## src/rtl/lc3_dbg_pkg.sv

```systemverilog
// Shared constants and state encoding for the register-file debug dump scanner.
package lc3_dbg_pkg;

  localparam int unsigned NUM_REGS    = 8;
  localparam int unsigned SR_W        = 3;
  localparam int unsigned DATA_W      = 16;
  localparam int unsigned BYTE_W      = 8;
  localparam logic [BYTE_W-1:0] HDR_BYTE = 8'hA5;

  // Header + two bytes per register + checksum.
  localparam int unsigned FRAME_BYTES = 2 * NUM_REGS + 2;

  // Cycles spent per register with an always-ready transmitter: SEL, STROBE, CAP, SEND_HI, SEND_LO.
  localparam int unsigned REG_CYCLES  = 5;

  // Start edge to the edge that raises done, with an always-ready transmitter.
  localparam int unsigned DONE_LATENCY = 1 + REG_CYCLES * NUM_REGS + 1;

  typedef enum logic [3:0] {
    ST_IDLE,
    ST_HDR,
    ST_SEL,
    ST_STROBE,
    ST_CAP,
    ST_SEND_HI,
    ST_SEND_LO,
    ST_SUM,
    ST_DONE
  } state_t;

endpackage

```

## src/rtl/regfile_dump.sv

```systemverilog
// Debug scanner: walks registers 0..NUM_REGS-1 through the debug read port and
// streams header, register bytes (high first) and an XOR checksum to the UART.
module regfile_dump
  import lc3_dbg_pkg::*;
(
  input  logic              clk,
  input  logic              reset,
  input  logic              start,
  output logic              busy,
  output logic              done,
  output logic              clk_r,
  output logic [SR_W-1:0]   SR_r,
  input  logic [DATA_W-1:0] Out_r,
  output logic [BYTE_W-1:0] tx_data,
  output logic              tx_valid,
  input  logic              tx_ready
);

  state_t              state, state_nx;
  logic [DATA_W-1:0]   capture, capture_nx;
  logic [BYTE_W-1:0]   checksum, checksum_nx;
  logic [SR_W-1:0]     index, index_nx;

  logic                busy_nx;
  logic                done_nx;
  logic                clk_r_nx;
  logic [SR_W-1:0]     sr_nx;
  logic [BYTE_W-1:0]   tx_data_nx;
  logic                tx_valid_nx;
  logic                accept_c;
  logic                last_reg_c;

  assign accept_c   = tx_valid & tx_ready;
  assign last_reg_c = (index == SR_W'(NUM_REGS - 1));

  // State, datapath and registered outputs.
  always_ff @(posedge clk or negedge reset) begin
    if (!reset) begin
      state    <= ST_IDLE;
      capture  <= '0;
      checksum <= '0;
      index    <= '0;
      busy     <= 1'b0;
      done     <= 1'b0;
      clk_r    <= 1'b0;
      SR_r     <= '0;
      tx_data  <= '0;
      tx_valid <= 1'b0;
    end else begin
      state    <= state_nx;
      capture  <= capture_nx;
      checksum <= checksum_nx;
      index    <= index_nx;
      busy     <= busy_nx;
      done     <= done_nx;
      clk_r    <= clk_r_nx;
      SR_r     <= sr_nx;
      tx_data  <= tx_data_nx;
      tx_valid <= tx_valid_nx;
    end
  end

  // Next-state and next-output logic; outputs are computed for the state being entered.
  always_comb begin
    state_nx    = state;
    capture_nx  = capture;
    checksum_nx = checksum;
    index_nx    = index;
    busy_nx     = busy;
    done_nx     = 1'b0;
    clk_r_nx    = 1'b0;
    sr_nx       = SR_r;
    tx_data_nx  = tx_data;
    tx_valid_nx = tx_valid;

    unique case (state)
      ST_IDLE: begin
        if (start) begin
          state_nx    = ST_HDR;
          busy_nx     = 1'b1;
          checksum_nx = '0;
          index_nx    = '0;
          tx_valid_nx = 1'b1;
          tx_data_nx  = HDR_BYTE;
        end
      end

      ST_HDR: begin
        if (accept_c) begin
          state_nx    = ST_SEL;
          tx_valid_nx = 1'b0;
          sr_nx       = index;
        end
      end

      ST_SEL: begin
        state_nx = ST_STROBE;
        clk_r_nx = 1'b1;
      end

      ST_STROBE: begin
        state_nx = ST_CAP;
      end

      // Out_r is only read on this edge, so the high byte is forwarded straight into tx_data.
      ST_CAP: begin
        state_nx    = ST_SEND_HI;
        capture_nx  = Out_r;
        tx_valid_nx = 1'b1;
        tx_data_nx  = Out_r[DATA_W-1:BYTE_W];
      end

      ST_SEND_HI: begin
        if (accept_c) begin
          state_nx    = ST_SEND_LO;
          checksum_nx = checksum ^ capture[DATA_W-1:BYTE_W];
          tx_data_nx  = capture[BYTE_W-1:0];
        end
      end

      ST_SEND_LO: begin
        if (accept_c) begin
          checksum_nx = checksum ^ capture[BYTE_W-1:0];
          if (last_reg_c) begin
            state_nx   = ST_SUM;
            tx_data_nx = checksum_nx;
          end else begin
            state_nx    = ST_SEL;
            tx_valid_nx = 1'b0;
            index_nx    = index + SR_W'(1);
            sr_nx       = index + SR_W'(1);
          end
        end
      end

      ST_SUM: begin
        if (accept_c) begin
          state_nx    = ST_DONE;
          tx_valid_nx = 1'b0;
          busy_nx     = 1'b0;
          done_nx     = 1'b1;
        end
      end

      ST_DONE: begin
        state_nx = ST_IDLE;
      end

      default: begin
        state_nx    = ST_IDLE;
        busy_nx     = 1'b0;
        tx_valid_nx = 1'b0;
      end
    endcase
  end

endmodule

```

## config.mk

```make
export PLATFORM = sky130hd
export DESIGN_NAME = regfile_dump
export DESIGN_NICKNAME = d
export VERILOG_FILES = /design/src/rtl/lc3_dbg_pkg.sv /design/src/rtl/regfile_dump.sv
export SDC_FILE = /design/constraint.sdc
export NUM_CORES = 1
export LEC_CHECK = 0
export CAP_MARGIN = 20
export CORE_UTILIZATION = 58
export DETAILED_ROUTE_END_ITERATION = 6
export PLACE_DENSITY_LB_ADDON = 0.08
export SLEW_MARGIN = 5
export SYNTH_ARGS = -nofsm -noshare
export SYNTH_HDL_FRONTEND = slang
export SYNTH_SLANG_ARGS = --single-unit
```

## constraint.sdc

```tcl
create_clock -name clk -period 4.6 [get_ports clk]
set_clock_uncertainty 0.15 [all_clocks]
set_input_delay 0.46 -clock clk [delete_from_list [all_inputs] [get_ports clk]]
set_output_delay 0.46 -clock clk [all_outputs]
set_load 0.01 [all_outputs]
```

## Word-level counts from Yosys, hierarchy flattened

Index checks and enable logic that the tools add are counted.

- Memory bits (read-only): 0
- Latch bits: 0
- Bits in registers: 46
- Bits in writable memories: 0
- Input bits: 20
- Memories: 0

- $lt $le $gt $ge: 0
- Shift operators: 0
- Div/mod/pow operators: 0
- Multipliers: 0
- Eq/ne operators: 17
- Reductions and logical operators: 15
- Bitwise logic cells: 5
- Multiplexer cells: 31
- Add/sub/neg operators: 1

Operators with widths:

| cell | count |
|---|---|
| $mux 8 | 7 |
| $pmux 4 s8 | 1 |
| $pmux 8 s4 | 1 |
| $pmux 8 s3 | 1 |
| $mux 4 | 5 |
| $eq 4x3->1 const B | 4 |
| $xor 8x8->8 | 2 |
| $mux 3 | 5 |
| $reduce_and 5->1 | 3 |
| $ne 2x2->1 const B | 7 |
| $pmux 3 s2 | 2 |
| $reduce_and 4->1 | 3 |
| $eq 4x2->1 const B | 2 |
| $mux 1 | 7 |
| $reduce_or 7->1 | 1 |
| $pmux 1 s5 | 1 |
| $eq 4x1->1 const B | 1 |
| $eq 4x4->1 const B | 1 |
| $logic_not 4->1 | 1 |
| $reduce_bool 2->1 | 2 |
| $reduce_bool 4->1 | 1 |
| $reduce_or 4->1 | 1 |
| $add 3x1->3 const B | 1 |
| $eq 3x3->1 const B | 1 |
| 7 further kinds | 8 |

## Depth between registers and ports, before layout

- Depth after elaboration: 4
- Depth in mapped cells: 7
- Mapped depth without buffers: 6

## Worst setup path after synthesis

No wires, ideal clock.

- Path kind: register to register
- From: register index[0]
- To: register tx_data[0]
- Clock period less this slack: 1.858 ns
- Stages on the path, launching flop included: 8
- Data arrival time: 1.580 ns
- Required time: 4.323 ns
- Slack: 2.742 ns
- Cell sequence: dfrtp_1 -> ha_1 -> ha_1 -> nand2b_1 -> a21oi_1 -> o21a_1 -> buf_4 -> mux2_1

- Cells in the longest elaborated chain, start to end: 3

Ends and longest elaborated chain:

| item | RTL line | source |
|---|---|---|
| start: declaration | regfile_dump.sv:22 | `logic [SR_W-1:0] index, index_nx;` |
| start signal: assignment | regfile_dump.sv:53 | `index <= index_nx;` |
| $eq 3x3->1 | regfile_dump.sv:34 | `assign last_reg_c = (index == SR_W'(NUM_REGS - 1));` |
| $ne 2x2->1 (no line) | n/a |  |
| $reduce_and 5->1 (no line) | n/a |  |
| end signal: assignment | regfile_dump.sv:58 | `tx_data <= tx_data_nx;` |
| end: declaration | regfile_dump.sv:14 | `output logic [BYTE_W-1:0] tx_data,` |

No other way between the ends.
A chain may end at the register's enable or synchronous reset.

## Worst setup path in the final report

- From: register state[2]
- To: register checksum[5]

- Cells in the longest elaborated chain, start to end: 3

Ends and longest elaborated chain:

| item | RTL line | source |
|---|---|---|
| start: declaration | regfile_dump.sv:19 | `state_t state, state_nx;` |
| start signal: assignment | regfile_dump.sv:50 | `state <= state_nx;` |
| $eq 4x3->1 or $logic_not 4->1 (tied branches) | regfile_dump.sv:76 | `unique case (state)` |
| $ne 2x2->1 (no line) or $reduce_bool 3->1 (tied branches) | n/a |  |
| $reduce_and 4->1 (no line) | n/a |  |
| end signal: assignment | regfile_dump.sv:52 | `checksum <= checksum_nx;` |
| end: declaration | regfile_dump.sv:21 | `logic [BYTE_W-1:0] checksum, checksum_nx;` |

Several ways; a longest one is shown, not always the timed one.

==> results.json <==
{
  "drv_slew": 0,
  "hold_viol": 0,
  "synth_area_per_cell_um2": 10.82,
  "area_growth_syn_to_layout_pct": 15.00,
  "status": "finished, final reports clean",
  "clockBufferDepth": 2,
  "numCtsBuffers": 5,
  "drc": 0,
  "viasPerCell": 6.034,
  "finalCriticalPeriod_ns": 2.738,
  "final_cell_mix": "46 x dfrtp_1, 33 x clkdlybuf4s50_1, 17 x a21oi_1",
  "grt_pass1_vias": 1830,
  "grtUsageTotal_pct": 23.59,
  "synth.distinct_cells": 46,
  "multi_input_area_mm2": 0.001290,
  "crit_fanout": 15,
  "gp_congestion": 0.7776,
  "ys_seq_area_share_pct": 43.96,
  "cts_tree": "built",
  "synth_compound_area_share_pct": 18.20,
  "pin_count": 35,
  "p_leak_nw": 1.303,
  "antenna_found_initial": 0,
  "netlist_area_mm2": 0.002619,
  "arrival_ns": 2.81,
  "synth_top_family_by_area": "compound AO/OA/AOI/OAI gates",
  "insertion_delay_ns": 0.30,
  "synthAdderAreaFrac_pct": 1.433,
  "muxShareOfSynthArea_pct": 15.00,
  "h-tree-depth": 2,
  "worst_slew_pin_slew_ns": 0.9264,
  "clkTransAtPathRegs_ns": 0.08,
  "die_area_mm2": 0.004788,
  "synthSimpleGateAreaFrac_pct": 11.94,
  "cp.required_ns": 4.67,
  "tns_ns": 0,
  "cts_sinks": 46,
  "area.sequential_mm2": 0.001151,
  "grt_pass1_wl_um": 8990,
  "power.density_mw_per_mm2": 612.9,
  "numPortBuffers": 34,
  "slew_headroom_pct": 38.11,
  "hp-class": "reg -> reg",
  "synth_xor_area_share_pct": 2.676,
  "synth_edf_count": 0,
  "post_drt_wl_per_cell_um": 16.21,
  "synthesis.nets": 265,
  "die_x_um": 69.20,
  "synthArstFlopShare_pct": 100.0,
  "drive_above_1_share_pct": 15.24,
  "postSynthCellCount": 242,
  "drt_iter0_drc": 170,
  "dieHeight_um": 69.20,
  "crit_path_end_kind": "register",
  "finalCritPeriodShare_pct": 59.52,
  "holdWs_ns": 0.3356,
  "n_antenna_cell": 0,
  "grt_max_degree": 47,
  "dr_total_vias": 1937,
  "rows": 24,
  "core_area_mm2": 0.004354,
  "n_fill_cell": 358,
  "peakVddDrop_mv": 0.3344,
  "ant_nets": 0,
  "ys_ff_latch": 46,
  "finalWirelength_um": 5204,
  "finalSetupViolCount": 0,
  "synth_warnings": 0,
  "fmax_mhz": 365.2,
  "firstDrtPassIters": 4,
  "worst_setup_path_start_kind": "register",
  "r2r_slack_ns": 1.86,
  "rsz0062_at_grt": "false",
  "crit_type": "reg -> reg",
  "drv_cap": 0,
  "root_buffer": "clkbuf_8",
  "synth_ff_type": "dfrtp_1",
  "grt_overflow": 0,
  "hpwlAfterDp_um": 3342,
  "layout_commonest_cell": "dfrtp_1",
  "design.final.nets": 291,
  "start_util_pct": 60.14
}
-- worst paths after layout --
check,from,to,cells after the start
min reg2reg,tx_data[4]$_DFFE_PN0P_,tx_data[4]$_DFFE_PN0P_,1
min,tx_data[4]$_DFFE_PN0P_,tx_data[4]$_DFFE_PN0P_,1
max reg2reg,state[2]$_DFFE_PN0P_,checksum[5]$_DFFE_PN0P_,4
min in group asynchronous,reset,capture[1]$_DFFE_PN0P_,2
max in group asynchronous,reset,state[3]$_DFFE_PN0P_,3
max,state[2]$_DFFE_PN0P_,checksum[5]$_DFFE_PN0P_,4
-- sequential cells by signal (all words and copies together), names as in the netlist --
signal	cells
done	1
index	3
tx_valid	1
state	4
capture	16
clk_r	1
busy	1
checksum	8
tx_data	8
SR_r	3
-- through the flow --
stage,cells,worst slack [ns],area [µm²],total power [mW],util (%)
final,321,1.862,3012,1.846,69.17
after floorplan,242,2.742,2619,1.400,-
after CTS,319,1.890,2982,1.845,68.48
after global routing,321,1.626,3012,1.988,69.17
after global placement,311,1.984,2890,1.569,66.38
after detailed placement,311,1.898,2890,1.587,66.38
-- final cells by class --
class	count	share of cell area (%)
multi-input cells	166	42.83
clock inverters	1	0.1662
flip-flops and latches	46	38.22
inverters	13	1.620
well taps	52	2.160
clock buffers	7	2.867
repair buffers	36	12.13
-- synthesized netlist by cell type, types with 2 or more instances --
cell type / count / share of area (%)
a22oi_1: 13 / 3.7
o22ai_1: 11 / 2.6
a31oi_1: 3 / 0.72
a22o_1: 2 / 0.67
nand2b_1: 6 / 1.4
ha_1: 3 / 1.4
nor3_1: 3 / 0.57
or3_1: 9 / 2.1
inv_1: 13 / 1.9
o21ai_0: 16 / 3.1
nor2_1: 11 / 1.6
mux2_2: 11 / 4.7
a21oi_1: 17 / 3.2
xor2_1: 8 / 2.7
a32oi_1: 2 / 0.67
nand3_1: 3 / 0.57
buf_6: 2 / 0.86
mux2_1: 7 / 3.0
a2bb2oi_1: 2 / 0.67
dfrtp_1: 46 / 44
buf_2: 9 / 1.7
o221ai_1: 2 / 0.67
mux2_4: 12 / 6.9
nand2_1: 6 / 0.86
buf_4: 3 / 0.86
nor2b_1: 2 / 0.48
-- kinds of logic after synthesis --
| family | Yosys count |
|---|---|
| xor+xnor | 8 |
| mux | 31 |
| compound gates | 73 |
| simple gates | 51 |
| flops | 46 |
| buf+inv | 30 |
| fa+ha+maj | 3 |
-- critical path: stages, from the launching register on --
cell and delay, ns:
dfrtp_1 0.69, nor2b_1 0.81, nand3_1 0.44, or3_1 0.47, o21ai_1 0.09
-- what timing repair did --
item,CTS,global route
setup buffers,0,0
setup endpoints to repair,0,0
hold endpoints to repair,0,8
hold buffers,0,1
gates resized for setup,0,0
-- metal layers --
metal | GRT usage (%) | part of all wire (%) | vias to the layer above
met5 | 0 | 0 | -
met2 | 34.95 | 45 | 61
met3 | 4.360 | 4.7 | 7
met4 | 7.256 | 1.1 | 0
li1 | - | - | 931
met1 | 35.24 | 49 | 938
-- where the power goes --
part           internal [mW]  switching, mW
combinational          0.438          0.391
sequential             0.565          0.196
clock                  0.121          0.135
No activity file was read; power rests on OpenSTA's default activity.
